`config.mk`:
```
export PLATFORM = sky130hd
export DESIGN_NAME = counter_event_log
export DESIGN_NICKNAME = d
export VERILOG_FILES = /design/src/rtl/counter_event_log.sv
export SDC_FILE = /design/constraint.sdc
export NUM_CORES = 1
export LEC_CHECK = 0
export ABC_CLOCK_PERIOD_IN_PS = 4650
export CAP_MARGIN = 25
export CORE_MARGIN = 2
export CORE_UTILIZATION = 54
export CTS_BUF_LIST = sky130_fd_sc_hd__clkbuf_16
export CTS_CLUSTER_DIAMETER = 60
export DETAILED_ROUTE_END_ITERATION = 10
export GPL_TIMING_DRIVEN = 0
export PLACE_DENSITY = 0.71
export SLEW_MARGIN = 20
export SYNTH_ARGS = -nofsm -noshare
export SYNTH_HDL_FRONTEND = slang
export SYNTH_SLANG_ARGS = --single-unit
```
`constraint.sdc`:
```
create_clock -name sys_clk -period 4.65 [get_ports sys_clk]
set_input_delay 1.395 -clock sys_clk [delete_from_list [all_inputs] [get_ports sys_clk]]
set_output_delay 1.395 -clock sys_clk [all_outputs]
set_load 0.01 [all_outputs]
```
`src/rtl/counter_event_log.sv`:
```
// counter_event_log
//   Turns edges on level event flags into timestamped records held in a
//   first-word-fall-through FIFO that a host drains with single-cycle pops.
//   Flags that arrive together are serialised lowest index first; the ones
//   that lose arbitration wait in a pending vector and are stamped with the
//   cycle in which they are actually written.
//
//   Optional build macro: COUNTER_EVENT_LOG_FALLING_EN
//     When defined, falling edges are logged as well (code bit3 = 1) and are
//     arbitrated after all rising edges.
//
// Ports
//   sys_clk     in   system clock, rising edge
//   reset       in   asynchronous active-high reset
//   ev_in       in   [NUM_EVENTS] level event flags
//   pop         in   remove FIFO head (ignored when empty)
//   clear       in   synchronous flush of FIFO, pending and error state
//   rd_valid    out  FIFO not empty
//   rd_event    out  [4] head code: bit3 falling edge, bits2:0 input index
//   rd_ts       out  [TS_WIDTH] head timestamp
//   level       out  [clog2(DEPTH)+1] stored entry count
//   overflow    out  sticky, set when an event is dropped
//   drop_count  out  [8] dropped events, saturating at 255
module counter_event_log #(
   parameter int NUM_EVENTS = 3,
   parameter int DEPTH      = 16,
   parameter int TS_WIDTH   = 16
) (
   input  logic                       sys_clk,
   input  logic                       reset,
   input  logic [NUM_EVENTS-1:0]      ev_in,
   input  logic                       pop,
   input  logic                       clear,
   output logic                       rd_valid,
   output logic [3:0]                 rd_event,
   output logic [TS_WIDTH-1:0]        rd_ts,
   output logic [$clog2(DEPTH):0]     level,
   output logic                       overflow,
   output logic [7:0]                 drop_count
);

   localparam int AW = $clog2(DEPTH);
   localparam int LW = AW + 1;
   localparam int EW = 4 + TS_WIDTH;
`ifdef COUNTER_EVENT_LOG_FALLING_EN
   localparam int CW = 2 * NUM_EVENTS;
`else
   localparam int CW = NUM_EVENTS;
`endif

   function automatic logic [7:0] sat_inc8(input logic [7:0] v);
      return (v == 8'hFF) ? v : v + 8'd1;
   endfunction

   logic [TS_WIDTH-1:0]   r_ts;
   logic [NUM_EVENTS-1:0] r_ev_q;
   logic [CW-1:0]         r_pend;
   logic [AW-1:0]         r_wr_ptr;
   logic [AW-1:0]         r_rd_ptr;
   logic [LW-1:0]         r_level;
   logic                  r_overflow;
   logic [7:0]            r_drop_cnt;
   logic [3:0]            r_head_ev;
   logic [TS_WIDTH-1:0]   r_head_ts;
   logic [EW-1:0]         r_mem [DEPTH];

   logic [NUM_EVENTS-1:0] w_rise;
   logic [CW-1:0]         w_edges;
   logic [CW-1:0]         w_cand;
   logic [CW-1:0]         w_sel_oh;
   logic [3:0]            w_sel_code;
   logic                  w_found;
   logic                  w_full;
   logic                  w_empty;
   logic                  w_pop;
   logic                  w_wr;
   logic                  w_drop;
   logic                  w_pass;
   logic [AW-1:0]         w_rd_ptr_n;
   logic [LW-1:0]         w_level_n;

   assign w_rise = ev_in & ~r_ev_q;
`ifdef COUNTER_EVENT_LOG_FALLING_EN
   // Rising edges occupy the low half so they always win over falling ones.
   assign w_edges = {(~ev_in & r_ev_q), w_rise};
`else
   assign w_edges = w_rise;
`endif
   assign w_cand = r_pend | w_edges;

   // Lowest set candidate wins.
   always_comb begin
      w_sel_oh   = '0;
      w_sel_code = '0;
      w_found    = 1'b0;
      for (int j = 0; j < CW; j++) begin
         if (w_cand[j] && !w_found) begin
            w_found     = 1'b1;
            w_sel_oh[j] = 1'b1;
            if (j < NUM_EVENTS) w_sel_code = {1'b0, 3'(j)};
            else                w_sel_code = {1'b1, 3'(j - NUM_EVENTS)};
         end
      end
   end

   assign w_full  = (r_level == LW'(DEPTH));
   assign w_empty = (r_level == '0);
   assign w_pop   = pop & ~w_empty & ~clear;
   // A full FIFO still accepts a write when the same cycle frees a slot.
   assign w_wr    = w_found & ~clear & (~w_full | w_pop);
   assign w_drop  = w_found & ~clear & w_full & ~w_pop;
   assign w_rd_ptr_n = w_pop ? r_rd_ptr + AW'(1) : r_rd_ptr;
   // The entry written this cycle becomes the head when nothing older remains.
   assign w_pass  = w_empty | ((r_level == LW'(1)) & w_pop);

   always_comb begin
      w_level_n = r_level;
      if (clear)              w_level_n = '0;
      else if (w_wr && !w_pop) w_level_n = r_level + LW'(1);
      else if (w_pop && !w_wr) w_level_n = r_level - LW'(1);
   end

   always_ff @(posedge sys_clk or posedge reset) begin
      if (reset) begin
         r_ts       <= '0;
         r_ev_q     <= '0;
         r_pend     <= '0;
         r_wr_ptr   <= '0;
         r_rd_ptr   <= '0;
         r_level    <= '0;
         r_overflow <= 1'b0;
         r_drop_cnt <= '0;
         r_head_ev  <= '0;
         r_head_ts  <= '0;
      end else begin
         r_ts   <= r_ts + TS_WIDTH'(1);
         r_ev_q <= ev_in;
         if (clear) begin
            r_pend     <= '0;
            r_wr_ptr   <= '0;
            r_rd_ptr   <= '0;
            r_overflow <= 1'b0;
            r_drop_cnt <= '0;
         end else begin
            // Selected candidate is consumed whether written or dropped.
            r_pend   <= w_cand & ~w_sel_oh;
            r_rd_ptr <= w_rd_ptr_n;
            if (w_wr) r_wr_ptr <= r_wr_ptr + AW'(1);
            if (w_drop) begin
               r_overflow <= 1'b1;
               r_drop_cnt <= sat_inc8(r_drop_cnt);
            end
            // Head register holds its last value once the FIFO runs empty.
            if (w_level_n != '0) begin
               if (w_pass) begin
                  r_head_ev <= w_sel_code;
                  r_head_ts <= r_ts;
               end else begin
                  {r_head_ev, r_head_ts} <= r_mem[w_rd_ptr_n];
               end
            end
         end
         r_level <= w_level_n;
      end
   end

   always_ff @(posedge sys_clk) begin
      if (w_wr) r_mem[r_wr_ptr] <= {w_sel_code, r_ts};
   end

   assign rd_valid   = ~w_empty;
   assign rd_event   = r_head_ev;
   assign rd_ts      = r_head_ts;
   assign level      = r_level;
   assign overflow   = r_overflow;
   assign drop_count = r_drop_cnt;

endmodule

```
==> flow_summary.json <==
{
  "post_cts.repair.setup_buffers": 0,
  "finalWirelength_um": 34350,
  "number_of_enable_flip_flop_cells_after_synthesis": 288,
  "min_period_over_period_pct": 94.65,
  "initial_core_util_pct": 54.54,
  "largest_net_degree_at_the_start_of_global_routing": 34,
  "final.setup_skew_ns": 0.01221,
  "finalSetupTns_ns": 0,
  "final.fill_count": 1955,
  "clock_latency_ns": 0.52,
  "worst_path_most_repeated_cell": "sky130_fd_sc_hd__nand2_1",
  "initial_antenna_violation_count": 0,
  "initial_drt_pass_iterations": 5,
  "die_h_um": 165.5,
  "power.sequential.fraction_pct": 45.7,
  "crit_path_max_incr_delay_ns": 0.76,
  "hold_depth": 1,
  "fraction_of_final_layout_cells_sized_beyond_drive_strength_1_pct": 10.01,
  "gp_congestion": 0.8526,
  "final_core_util_pct": 62.84,
  "worst_ir_drop_vdd_mv": 0.3759,
  "netlist_instances": 999,
  "yosys_warnings": 0,
  "cts-htree-levels": 2,
  "drv.max_cap_violation_count": 0,
  "finalWorstPathRequiredPeriod_ns": 4.401,
  "post-route-cell-area_um2": 16240,
  "max-clock-path-buffers": 3,
  "grt_first_pass_wirelength_um": 50910,
  "synthesis.area_per_instance_um2": 14.11,
  "rsz0062_at_grt": "no",
  "core_region_area_um2": 25840,
  "power.net_switching_w": 0.002134,
  "dominantRegCellSynth": "sky130_fd_sc_hd__edfxtp_1",
  "clk_transition_reported_paths_ns": 0.06,
  "total_half_perimeter_wirelength_after_legalization_and_detailed_placement_um": 21840,
  "clock_sinks": 349,
  "layout.nets": 1112,
  "first_iter_violations": 1170,
  "critical_path_arrival_ns": 4.80,
  "power.combinational.fraction_pct": 19.6,
  "cts_root_buf": "sky130_fd_sc_hd__clkbuf_16",
  "slew-limit-headroom_pct": 31.33,
  "area.sequential_um2": 10170,
  "drc": 0,
  "globalRoute.totalOverflow": 0,
  "diodes": 0,
  "max_clock_freq_mhz": 227.2,
  "vias": 8776,
  "setup.worst_path.class": "in -> reg",
  "worst-endpoint-required_ns": 5.05,
  "tritoncts": "done",
  "finalSetupViolations": 0,
  "floorplan.io_pins": 42,
  "syn_area_um2": 14090,
  "seq_area_frac_synth_pct": 72.21,
  "ys_seq_elements": 349,
  "tritoncts.num_buffers": 36,
  "p_leak_nw": 6.077,
  "ys_types": 47,
  "avg_vias_per_cell": 6.036,
  "power_w": 0.007747,
  "pwr-share-clk_pct": 34.6,
  "final-max-slew-violation-count": 0,
  "worstRegToRegCells": 11,
  "netSwitchingFraction_pct": 27.54,
  "std_cell_rows": 59,
  "share_of_synthesized_registers_carrying_an_async_set_or_reset_pct": 17.48,
  "port_buffers": 39,
  "postPlaceCellArea_um2": 15110,
  "worstSetupEndpointType": "register",
  "worst-slew-pin-transition_ns": 1.030,
  "cellInternalPower_w": 0.005614,
  "groute.usage.overall_pct": 25.63,
  "final_layout_worst_hold_slack_ns": 0.5051,
  "multi_input_gate_area_in_the_final_layout_um2": 3672,
  "path_cells": "clkdlybuf4s50_1, nor2b_1, nand2_1, nand2_1, o21ai_1, clkbuf_1, a32oi_1, a32oi_1, nand2_1, mux2_4",
  "power_density_nw_per_um2": 477.1,
  "finalHoldViolCount": 0,
  "layout-area-overhead-vs-synth_pct": 15.23,
  "route.antenna.remaining_nets": 0,
  "critPathSlowestCell": "sky130_fd_sc_hd__o21ai_1",
  "crit_path_max_fanout": 10,
  "status": "finished clean",
  "die_width_um": 165.5,
  "average_routed_wire_per_standard_cell_um": 23.62,
  "worst_hold_path_type": "reg -> reg",
  "kind_of_start_point_of_the_critical_path": "input pin",
  "die_area_um2": 27400,
  "first_global_vias": 8606
}
layer usage:
| layer | vias to the layer above | wire length (um) | track usage (%) |
|---|---|---|---|
| met2 | 472 | 16230 | 41.31 |
| met3 | 97 | 2910 | 4.745 |
| met5 | - | 0 | 0 |
| met1 | 4300 | 13920 | 34.47 |
| li1 | 3907 | - | - |
| met4 | 0 | 1293 | 10.97 |
power by group through the flow:
stage                     Combinational, W  Sequential [W]  Clock, W
after global routing               0.00163         0.00356   0.00282
after floorplan                   0.000866         0.00364         0
after CTS                          0.00151         0.00355   0.00270
after detailed placement           0.00150         0.00361         0
after global placement             0.00146         0.00360         0
final                              0.00152         0.00354   0.00268
area by class of cell:
| cell class | count | share of cell area [%] |
|---|---|---|
| flip-flops and latches | 349 | 62.67 |
| multi-input cells | 582 | 22.62 |
| clock buffers | 37 | 5.702 |
| repair buffers | 56 | 3.568 |
| well taps | 335 | 2.581 |
| plain buffers | 54 | 1.533 |
| clock inverters | 26 | 0.9709 |
| inverters | 15 | 0.3622 |
final timing paths:
check	slack, ns	end	startpoint
max reg2reg	0.48	rd_ts[7]$_DFFE_PP0P_	level[0]$_DFF_PP0_
min	0.51	rd_ts[15]$_DFFE_PP0P_	rd_ts[15]$_DFFE_PP0P_
max	0.25	rd_ts[7]$_DFFE_PP0P_	clear
min reg2reg	0.51	rd_ts[15]$_DFFE_PP0P_	rd_ts[15]$_DFFE_PP0P_
min in group asynchronous	1.24	r_ev_q[2]$_DFF_PP0_	reset
max in group asynchronous	2.89	rd_ts[4]$_DFFE_PP0P_	reset
cell usage after synthesis, drive strengths merged, types with 16 or more instances:
master	count	area share, %
clkbuf	42	1.1
dfrtp	61	11
nand3	54	1.9
nand4	27	1.2
edfxtp	288	61
a32oi	68	4.2
mux2i	52	3.7
xor2	16	0.99
nand2	220	5.9
nor2	33	0.88
mux2	18	1.7
through the flow:
stage,cells,setup slack [ns]
6_report,1454,0.2486
5_1_grt,1454,0.08515
4_1_cts,1451,0.1523
3_5_place_dp,1388,-0.3674
3_3_place_gp,1374,-1.937
2_1_floorplan,1000,0.3492
flip-flops by register name (all words and copies together), names as in the netlist:
register	flops
r_ts	16
r_mem	288
r_pend	2
rd_event	2
drop_count	8
r_wr_ptr	4
level	5
rd_ts	16
r_ev_q	3
overflow	1
r_rd_ptr	4
placed cells by master (no fill, tap or decap), drive strengths merged, types with 18 or more instances in the layout:
cell type      instances
a32oi                 68
buf                   29
clkbuf                79
clkdlybuf4s50         39
dfrtp                 61
edfxtp               288
inv                   22
mux2                  18
mux2i                 52
nand2                220
nand3                 54
nand4                 27
nor2                  33
worst max-delay path, delay by kind of cell:
family          cells  cell delay [ns]
simple gates        4             0.68
buf+inv             2             1.10
compound gates      3             1.35
mux                 1             0.28
logic make-up after synthesis:
logic type / count (synthesis) / share of synthesized area [%]
AND/OR/NAND/NOR: 376 / 11.81
flip-flops: 349 / 72.21
AO/OA/AOI/OAI: 92 / 5.434
multiplexers: 70 / 5.399
buffers and inverters: 69 / 2.166
XOR/XNOR: 31 / 1.980
adder cells (fa/ha/maj): 11 / 0.9767
other: 1 / 0.02661
what timing repair did:
| item | CTS | global route |
|---|---|---|
| resized for setup | 0 | 1 |
| endpoints found under the setup margin | 0 | 7 |
| hold buffers | 0 | 0 |
Note: power is estimated with default switching activity, not from simulation.
